===== config.mk =====
export PLATFORM = sky130hd
export DESIGN_NAME = uart_tx_cfg
export DESIGN_NICKNAME = d
export VERILOG_FILES = /design/src/rtl/uart_tx_cfg.sv
export SDC_FILE = /design/constraint.sdc
export NUM_CORES = 1
export LEC_CHECK = 0
export ABC_AREA = 1
export CORE_MARGIN = 2
export CORE_UTILIZATION = 50
export DETAILED_ROUTE_END_ITERATION = 12
export PLACE_DENSITY = 0.72
export RECOVER_POWER = 100
export SLEW_MARGIN = 20
export SYNTH_ARGS = -nofsm -noshare
export SYNTH_HDL_FRONTEND = slang
export SYNTH_SLANG_ARGS = --single-unit

===== constraint.sdc =====
create_clock -name tx_clk -period 2.2 [get_ports tx_clk]
set_input_delay 0.44 -clock tx_clk [delete_from_list [all_inputs] [get_ports tx_clk]]
set_output_delay 0.44 -clock tx_clk [all_outputs]
set_load 0.01 [all_outputs]

===== src/rtl/uart_tx_cfg.sv =====
// Parametrised UART transmitter: input FIFO with valid/ready push side, and a
// frame FSM that serialises start, data (LSB first), optional parity and stop bits.
module uart_tx_cfg #(
  parameter int unsigned CLKS_PER_BIT = 434,
  parameter int unsigned DATA_BITS    = 8,
  parameter int unsigned PARITY       = 0,
  parameter int unsigned STOP_BITS    = 1,
  parameter int unsigned FIFO_DEPTH   = 4
) (
  input  logic                               tx_clk,
  input  logic                               tx_rst_n,
  input  logic [DATA_BITS-1:0]               tx_data_in,
  input  logic                               tx_valid,
  output logic                               tx_ready,
  output logic                               tx_output,
  output logic                               tx_busy,
  output logic [$clog2(FIFO_DEPTH+1)-1:0]    fifo_level
);

  localparam int unsigned LVL_W  = $clog2(FIFO_DEPTH + 1);
  localparam int unsigned PTR_W  = $clog2(FIFO_DEPTH);
  localparam int unsigned BAUD_W = $clog2(CLKS_PER_BIT);
  localparam int unsigned BIT_W  = 4;

  typedef enum logic [2:0] {
    S_IDLE,
    S_START,
    S_DATA,
    S_PARITY,
    S_STOP
  } state_t;

  logic [DATA_BITS-1:0] mem [FIFO_DEPTH];
  logic [PTR_W-1:0]     wr_ptr;
  logic [PTR_W-1:0]     rd_ptr;
  logic [LVL_W-1:0]     level_q;
  logic                 full;
  logic                 empty;
  logic                 push;
  logic                 pop;
  logic [DATA_BITS-1:0] head;
  logic                 head_par;

  state_t               state_q, state_d;
  logic [BAUD_W-1:0]    baud_q, baud_d;
  logic [BIT_W-1:0]     bit_q, bit_d;
  logic [DATA_BITS-1:0] shift_q, shift_d;
  logic                 par_q, par_d;
  logic                 line_q, line_d;
  logic                 busy_q, busy_d;
  logic                 baud_done;

  assign full       = (level_q == LVL_W'(FIFO_DEPTH));
  assign empty      = (level_q == '0);
  assign tx_ready   = tx_rst_n && !full;
  assign push       = tx_valid && tx_ready;
  assign head       = mem[rd_ptr];
  assign head_par   = (PARITY == 1) ? ~^head : ^head;
  assign fifo_level = level_q;
  assign tx_output  = line_q;
  assign tx_busy    = busy_q;
  assign baud_done  = (baud_q == BAUD_W'(CLKS_PER_BIT - 1));

  // Storage array carries no reset; only pointers and level define contents.
  always_ff @(posedge tx_clk) begin
    if (push) begin
      mem[wr_ptr] <= tx_data_in;
    end
  end

  // FIFO pointers and occupancy; simultaneous push and pop leave the level unchanged.
  always_ff @(posedge tx_clk) begin
    if (!tx_rst_n) begin
      wr_ptr  <= '0;
      rd_ptr  <= '0;
      level_q <= '0;
    end else begin
      if (push) wr_ptr <= wr_ptr + PTR_W'(1);
      if (pop)  rd_ptr <= rd_ptr + PTR_W'(1);
      unique case ({push, pop})
        2'b10:   level_q <= level_q + LVL_W'(1);
        2'b01:   level_q <= level_q - LVL_W'(1);
        default: level_q <= level_q;
      endcase
    end
  end

  always_ff @(posedge tx_clk) begin
    if (!tx_rst_n) begin
      state_q <= S_IDLE;
      baud_q  <= '0;
      bit_q   <= '0;
      shift_q <= '0;
      par_q   <= 1'b0;
      line_q  <= 1'b1;
      busy_q  <= 1'b0;
    end else begin
      state_q <= state_d;
      baud_q  <= baud_d;
      bit_q   <= bit_d;
      shift_q <= shift_d;
      par_q   <= par_d;
      line_q  <= line_d;
      busy_q  <= busy_d;
    end
  end

  // Next-state logic; the line value is computed one cycle ahead so it changes only on bit boundaries.
  always_comb begin
    state_d = state_q;
    baud_d  = baud_done ? '0 : baud_q + BAUD_W'(1);
    bit_d   = bit_q;
    shift_d = shift_q;
    par_d   = par_q;
    line_d  = line_q;
    pop     = 1'b0;

    unique case (state_q)
      S_IDLE: begin
        baud_d = '0;
        line_d = 1'b1;
        if (!empty) begin
          pop     = 1'b1;
          shift_d = head;
          par_d   = head_par;
          bit_d   = '0;
          line_d  = 1'b0;
          state_d = S_START;
        end
      end
      S_START: begin
        if (baud_done) begin
          bit_d   = '0;
          line_d  = shift_q[0];
          state_d = S_DATA;
        end
      end
      S_DATA: begin
        if (baud_done) begin
          if (bit_q == BIT_W'(DATA_BITS - 1)) begin
            bit_d = '0;
            if (PARITY != 0) begin
              line_d  = par_q;
              state_d = S_PARITY;
            end else begin
              line_d  = 1'b1;
              state_d = S_STOP;
            end
          end else begin
            bit_d   = bit_q + BIT_W'(1);
            shift_d = shift_q >> 1;
            line_d  = shift_q[1];
          end
        end
      end
      S_PARITY: begin
        if (baud_done) begin
          bit_d   = '0;
          line_d  = 1'b1;
          state_d = S_STOP;
        end
      end
      S_STOP: begin
        if (baud_done) begin
          if (bit_q == BIT_W'(STOP_BITS - 1)) begin
            bit_d = '0;
            if (!empty) begin
              pop     = 1'b1;
              shift_d = head;
              par_d   = head_par;
              line_d  = 1'b0;
              state_d = S_START;
            end else begin
              line_d  = 1'b1;
              state_d = S_IDLE;
            end
          end else begin
            bit_d = bit_q + BIT_W'(1);
          end
        end
      end
      default: begin
        line_d  = 1'b1;
        state_d = S_IDLE;
      end
    endcase

    busy_d = (state_d != S_IDLE);
  end

endmodule


==> results.txt, run 1 <==
Outcome: complete, no violations
Design Power: 3.887 mW
Max incr delay on CP: 0.37 ns
Mux share of post-synthesis cell area: 0
Final Skew: 0.007497 ns
Drt initial violations: 117
Adder-cell share of the synthesized area: 0.04278
Synth cell types: 27
Largest delay share family, worst path: adder cells
Top FF cell, synth: dfxtp_1
Area Growth Syn to Fin: 18.93%
Crit end category: register
Site row count: 28
Flops & latches, synth: 67
Syn_area_per_cell: 8.541 um^2
Crit start category: register
RePlAce Congestion: 0.8299
Setup ws final: 0.1118 ns
Main combinational cell family by area after synthesis: simple AND/OR/NAND/NOR gates
Largest net degree at the start of global routing: 19
Synth area leaders: edfxtp_1 (31%), dfxtp_1 (23%), nand2_1 (8.2%), nor2_1 (8.0%), o21ai_0 (5.2%)
Router iterations before antenna repair: 4
ANT cells: 0
Setup Crit Path Kind: reg2reg
Synth area leader: edfxtp_1
Metal1 wirelength: 2898 um
TNS Setup: 0 ns
Dpl hpwl: 4116 um
Worst Path Arrival: 2.31 ns
Nets@finish: 426
Wire per inst: 12.42 um
Vias per cell: 4.996
Final setup vio count: 0
Leakage: 1.559 nW
Root buf cell: clkbuf_8
Pre-CTS setup slack: -0.1082 ns
Vert. Die Dim: 82.75 um
CP Max Fanout: 3
DIE AREA: 0.006847 mm^2
Gr ovfl total: 0
WP buf/inv: 3
Syn Nets: 384
Xor-xnor portion of the synthesized cell area: 0.008475
Post-Synthesis Cells: 363
Core area: 0.005956 mm^2
Antenna violation net count after detailed routing: 0
Worst-Margin Slew: 0.4568 ns
I/O Pins: 17
Drt drc: 0
Tmin final: 2.088 ns
HP Class: reg2reg
Share of cells above drive strength 1: 0.1659
DR WL met3: 242 um
Clock sinks: 67
Achievable frequency: 0.4789 GHz
Pwr Density: 1054 mW/mm^2
Post-synthesis sequential area ratio: 0.5359
First-pass GRT wire length: 9963 um
Worst path cell trace: inv_1, ha_1, nand2_1, nor2_2, nand3b_1, nand2_2, nand2_2, inv_2, ha_4, inv_2, fa_2, a21oi_2, o21ai_2, o21ai_1, a21oi_1
Starting density of the core: 0.5206
Worst slew margin: 0.6951
Yosys top cell area share: 0.3099
Vias in the first global route: 2245
Routed WL: 6022 um
Routed vias: 2423
Compound-gate portion of the synthesized area: 0.09483
Final hold vios: 0
TritonCTS clock tree: yes
Warnings from Yosys: 0
Htree depth: 3
Post-synth EDFFs: 32
Clock transition at the registers of the reported paths: 0.07 ns
Final Core Density: 0.6191
CTS buffer count: 9
Max Cap Violations: 0
CP max-delay cell: fa_2
Overall Global Routing Usage: 0.1955
Top Metal Used: met4
Maximum vdd drop: 0.7603 mV
Routed wl met2: 2800 um
Final Max Tran Viols: 0
Synth Cell Area: 0.003100 mm^2
Die extent in x: 82.75 um
Final worst-path cycle share: 0.9492
WP data required: 2.42 ns
Antenna violations before repair: 0
Clock latency on the worst-skew pair: 0.34 ns
Clock buffer depth: 2
Post-Synth Simple-Gate Area: 0.2510
FFs w/ async S/R, synth: 0
Port Buffer Count: 16
## synthesized netlist by cell type, drive strengths merged, types with 2 or more instances
library cell	number
o21ai	34
nand3	15
edfxtp	32
inv	46
dfxtp	35
xor2	3
nor2	70
o22ai	7
nand2	79
ha	9
a21oi	16
nand3b	2
buf	5
nand4	4
nor3b	2
## routing by layer
layer,vias up,global-route usage
met2,34,0.3008
met3,8,0.05435
met4,0,0.08525
met5,-,0
met1,1115,0.2586
li1,1266,-
## logic make-up after synthesis
group / count (synthesis)
AO/OA/AOI/OAI: 57
buffers and inverters: 52
AND/OR/NAND/NOR: 174
flip-flops: 67
adder cells (fa/ha/maj): 10
XOR/XNOR: 3
## flip-flops by register name, summed over array words and instances (netlist names), named ones only
| register | count |
|---|---|
| mem | 32 |
| tx_busy | 1 |
| tx_output | 1 |
| baud_q | 9 |
| shift_q | 8 |
| rd_ptr | 2 |
| fifo_level | 3 |
| bit_q | 4 |
| state_q | 3 |
| wr_ptr | 2 |
## layout by cell type, fill, tap and decap left out, types with 7 or more instances in the layout
cell / n
dlygate4sd3_1: 8
dfxtp_1: 34
inv_1: 38
edfxtp_1: 32
nand2_2: 11
o21ai_0: 30
nand2_1: 67
clkdlybuf4s50_1: 7
nand3_1: 13
ha_1: 7
buf_4: 20
nor2_1: 66
a21oi_1: 14
inv_2: 8
o22ai_1: 7
clkbuf_8: 9
## tightest hold or removal path, stage by stage, from the launching register on
cell and delay, ns:
dfxtp_1 0.32, inv_2 0.07, a21oi_1 0.05
## timing repair
item | CTS | global route
setup endpoints to repair | 2 | 2
hold buffers | 0 | 0
buffers inserted | 0 | 2
resized for setup | 3 | 15
pin swaps | 0 | 4
## worst paths after layout
check | depth (start not counted) | slack (ns) | endpoint | startpoint
setup / recovery | 15 | 0.11 | fifo_level[2] | baud_q[1]
hold / removal | 2 | 0.48 | baud_q[6] | baud_q[6]
setup reg to reg | 15 | 0.11 | fifo_level[2] | baud_q[1]
hold reg to reg | 2 | 0.48 | baud_q[6] | baud_q[6]
## final cells by class
class | instances | area (um^2)
clock buffers | 9 | 123.9
clock inverters | 7 | 68.82
fillers | 538 | 2268
inverters | 46 | 172.7
multi-input cells | 244 | 1257
flip-flops and latches | 67 | 1663
well taps | 75 | 93.84
repair buffers | 37 | 307.8
## per-stage QoR
step | hold WS, ns | cell area, um^2 | std cells
5_1_grt | 0.5070 | 3687 | 485
3_5_place_dp | 0.4723 | 3462 | 467
2_1_floorplan | 0.4334 | 3100 | 363
4_1_cts | 0.4821 | 3656 | 483
6_report | 0.4814 | 3687 | 485
3_3_place_gp | 0.4723 | 3462 | 467
## report_power, final
group / internal, mW / leakage [nW] / switching (mW)
sequential: 1.47 / 0.578 / 0.106
combinational: 0.545 / 0.885 / 0.768
clock: 0.519 / 0.0966 / 0.476
(Power assumes the default switching activity.)
==> run 2, diff against run 1 <==
- CORE_MARGIN: 2 -> not set
- PLACE_DENSITY: 0.72 -> 0.7
- clock period: 2.2 -> 2.6 ns (I/O delays scaled with it)
==> run 2 against run 1 <==
  * Register-to-register slack improved by 0.14 ns
  * Critical path depth down 11
  * Global-route usage grew 0.76 points
  * Cell area decreased by 4.4%
  * Combinational power is 29% lower
  * Largest cell class unchanged
==> results.txt, run 2 (synthesized netlist as in run 1, its figures left out) <==
Clock transition at the registers of the reported paths: 0.07 ns (about the same)
Placed instance count: 456 (-2.4%)
Nets@finish: 413 (-3.1%)
Outcome: complete, no violations
Area Growth Syn to Fin: 13.68%
I/O Pins: 17 (unchanged)
Worst slew margin: 0.5901 (-0.1050)
FF+latch area: 0.001662 mm^2 (about the same)
Starting density of the core: 0.5206 (unchanged)
Overall Global Routing Usage: 0.2031 (+0.007589)
Met1 GRT Util: 0.2561 (-0.002452)
Post-CTS setup buffers: 0 (unchanged)
# hold bufs at CTS: 0 (unchanged)
Leakage: 1.486 nW (-4.7%)
FILL cells: 551 (+2.4%)
Top Registers: mem (32), baud_q (9), shift_q (8)
Setup Crit Path Kind: in2out
Final setup vio count: 0 (unchanged)
R2R Path Start: baud_q[0]
Die extent in x: 80.75 um (-2.4%)
Routed vias: 2366 (-2.4%)
CTS buffer count: 9 (unchanged)
Min-Delay Path Depth: 1 (-1)
Drt initial violations: 112 (-4.3%)
Site row count: 28 (unchanged)
Clock latency on the worst-skew pair: 0.33 ns (about the same)
GR Util met3: 0.04045 (-0.01390)
Final Max Tran Viols: 0 (unchanged)
CP Max Fanout: 2 (-1)
Routing usage on met2: 0.3297 (+0.02885)
Final Non-Filler Cells: 472 (-2.7%)
Max reg flops: 32 (unchanged)
RR Endpoint: fifo_level[2]
Vias in the first global route: 2155 (-4.0%)
Routed WL: 5726 um (-4.9%)
Largest delay share family, worst path: buffers and inverters
First-pass GRT wire length: 9729 um (-2.3%)
Final Core Density: 0.5918 (-0.02731)
Setup ws final: 0.1751 ns (+0.06326 ns)
Maximum vdd drop: 0.4906 mV (-35%)
Htree depth: 3 (unchanged)
CTS-repair resized insts: 0 (-3)
TNS Setup: 0 ns (unchanged)
Crit start category: input port
Clock sinks: 67 (unchanged)
Final worst-path cycle share: 0.9327
Root buf cell: clkbuf_8
CP max-delay cell: dlygate4sd3_1
Router iterations before antenna repair: 4 (unchanged)
Antenna violations before repair: 0 (unchanged)
Worst-Margin Slew: 0.6132 ns (+0.1563 ns)
Max incr delay on CP: 0.63 ns (+0.26 ns)
Worst Path Arrival: 1.90 ns (-0.41 ns)
HP Class: reg2reg
WP buf/inv: 3 (unchanged)
DIE AREA: 0.006520 mm^2 (-4.8%)
Hold endpoint: baud_q[0]
Final hold vios: 0 (unchanged)
Achievable frequency: 0.4124 GHz
Most frequent CP cell: dlygate4sd3_1
Multi-input gate area: 0.001196 mm^2 (-4.9%)
Antenna violation net count after detailed routing: 0 (unchanged)
GR peak layer: met2
R2r worst-path depth: 14 (-1)
Vias per cell: 5.013 (+0.34%)
Most common cell after layout, fill and taps aside: nand2_1
RePlAce Congestion: 0.8517 (+2.6%)
Gr ovfl total: 0 (unchanged)
WP data required: 2.08 ns (-0.34 ns)
TritonCTS clock tree: yes
Core area: 0.005956 mm^2 (unchanged)
ANT cells: 0 (unchanged)
Vert. Die Dim: 80.75 um (-2.4%)
Dpl hpwl: 3972 um (-3.5%)
RSZ-0062 raised after global routing: no
Clock buffer depth: 2 (unchanged)
Largest net degree at the start of global routing: 19 (unchanged)
Reg-to-reg slack, setup: 0.25 ns (+0.14 ns)
Pre-CTS setup slack: 0.1969 ns (+0.3051 ns)
Port Buffer Count: 16 (unchanged)
Min Hold Slack: 0.4674 ns (-0.01400 ns)
Final Skew: 0.007165 ns (-0.0003319 ns)
Max Cap Violations: 0 (unchanged)
Largest Register: mem
Pwr Density: 899.4 mW/mm^2 (-15%)
Share of cells above drive strength 1: 0.07053 (-0.09532)
Drt drc: 0 (unchanged)
Min-Delay Startpoint: baud_q[0]
Crit end category: primary output
Wire per inst: 12.13 um (-2.3%)
Worst path cell trace: dlygate4sd3_1, inv_1, a21oi_1, dlygate4sd3_1
Most frequent cells in the layout: nand2_1 (72), nor2_1 (67), inv_1 (42)
Tmin final: 2.425 ns
run 2: cell types whose count changed in the layout (fill, tap and decap cells not counted), sizes merged:
cell           change
buf               -18
clkbuf             +7
dlygate4sd3        +7
clkdlybuf4s50      -6
clkinv             -3
bufinv             +1
clkinvlp           -1
run 2: cell type report:
type	count	share of cell area
Timing Repair Buffer	24	0.05609
Inverter	46	0.04899
Clock buffer	12	0.03834
Tap cell	75	0.02662
Clock inverter	4	0.01917
Sequential cell	67	0.4714
Multi-Input combinational cell	244	0.3394
run 2: worst max-delay path by stage:
stage	from	to	slack, ns	depth (start not counted)
after floorplan	tx_rst_n	fifo_level[2]	0.41	11
after global placement	baud_q[0]	fifo_level[2]	0.26	14
after detailed placement	baud_q[0]	fifo_level[2]	0.20	14
after CTS	baud_q[0]	fifo_level[2]	0.17	14
after global routing	baud_q[0]	fifo_level[2]	0.08	14
final	tx_rst_n	tx_ready	0.18	4
run 2: worst reg2reg max path, delay by kind of cell, from the launching register on:
family | cells | cell delay, ns
AO/OA/AOI/OAI | 4 | 0.46
adder cells (fa/ha/maj) | 3 | 0.70
buffers and inverters | 2 | 0.18
flip-flops | 1 | 0.38
AND/OR/NAND/NOR | 5 | 0.52
run 2: per-stage QoR:
stage	cell area (um^2)	total power, mW
2_1_floorplan	3100	2.079
3_3_place_gp	3379	2.305
3_5_place_dp	3379	2.333
4_1_cts	3582	3.235
5_1_grt	3525	3.420
6_report	3525	3.170
run 2: report_power, final:
part	switching (mW)	internal (mW)	total (mW)	leakage, nW
logic	0.587	0.347	0.934	0.809
registers	0.0917	1.25	1.34	0.577
clock network	0.362	0.535	0.898	0.0997
total	1.04	2.13	3.17	1.49
run 2: layer usage:
metal,vias to the layer above,routed length [um]
met4,0,120
met5,-,0
met1,1073,2706
met2,46,2630
li1,1235,-
met3,12,269
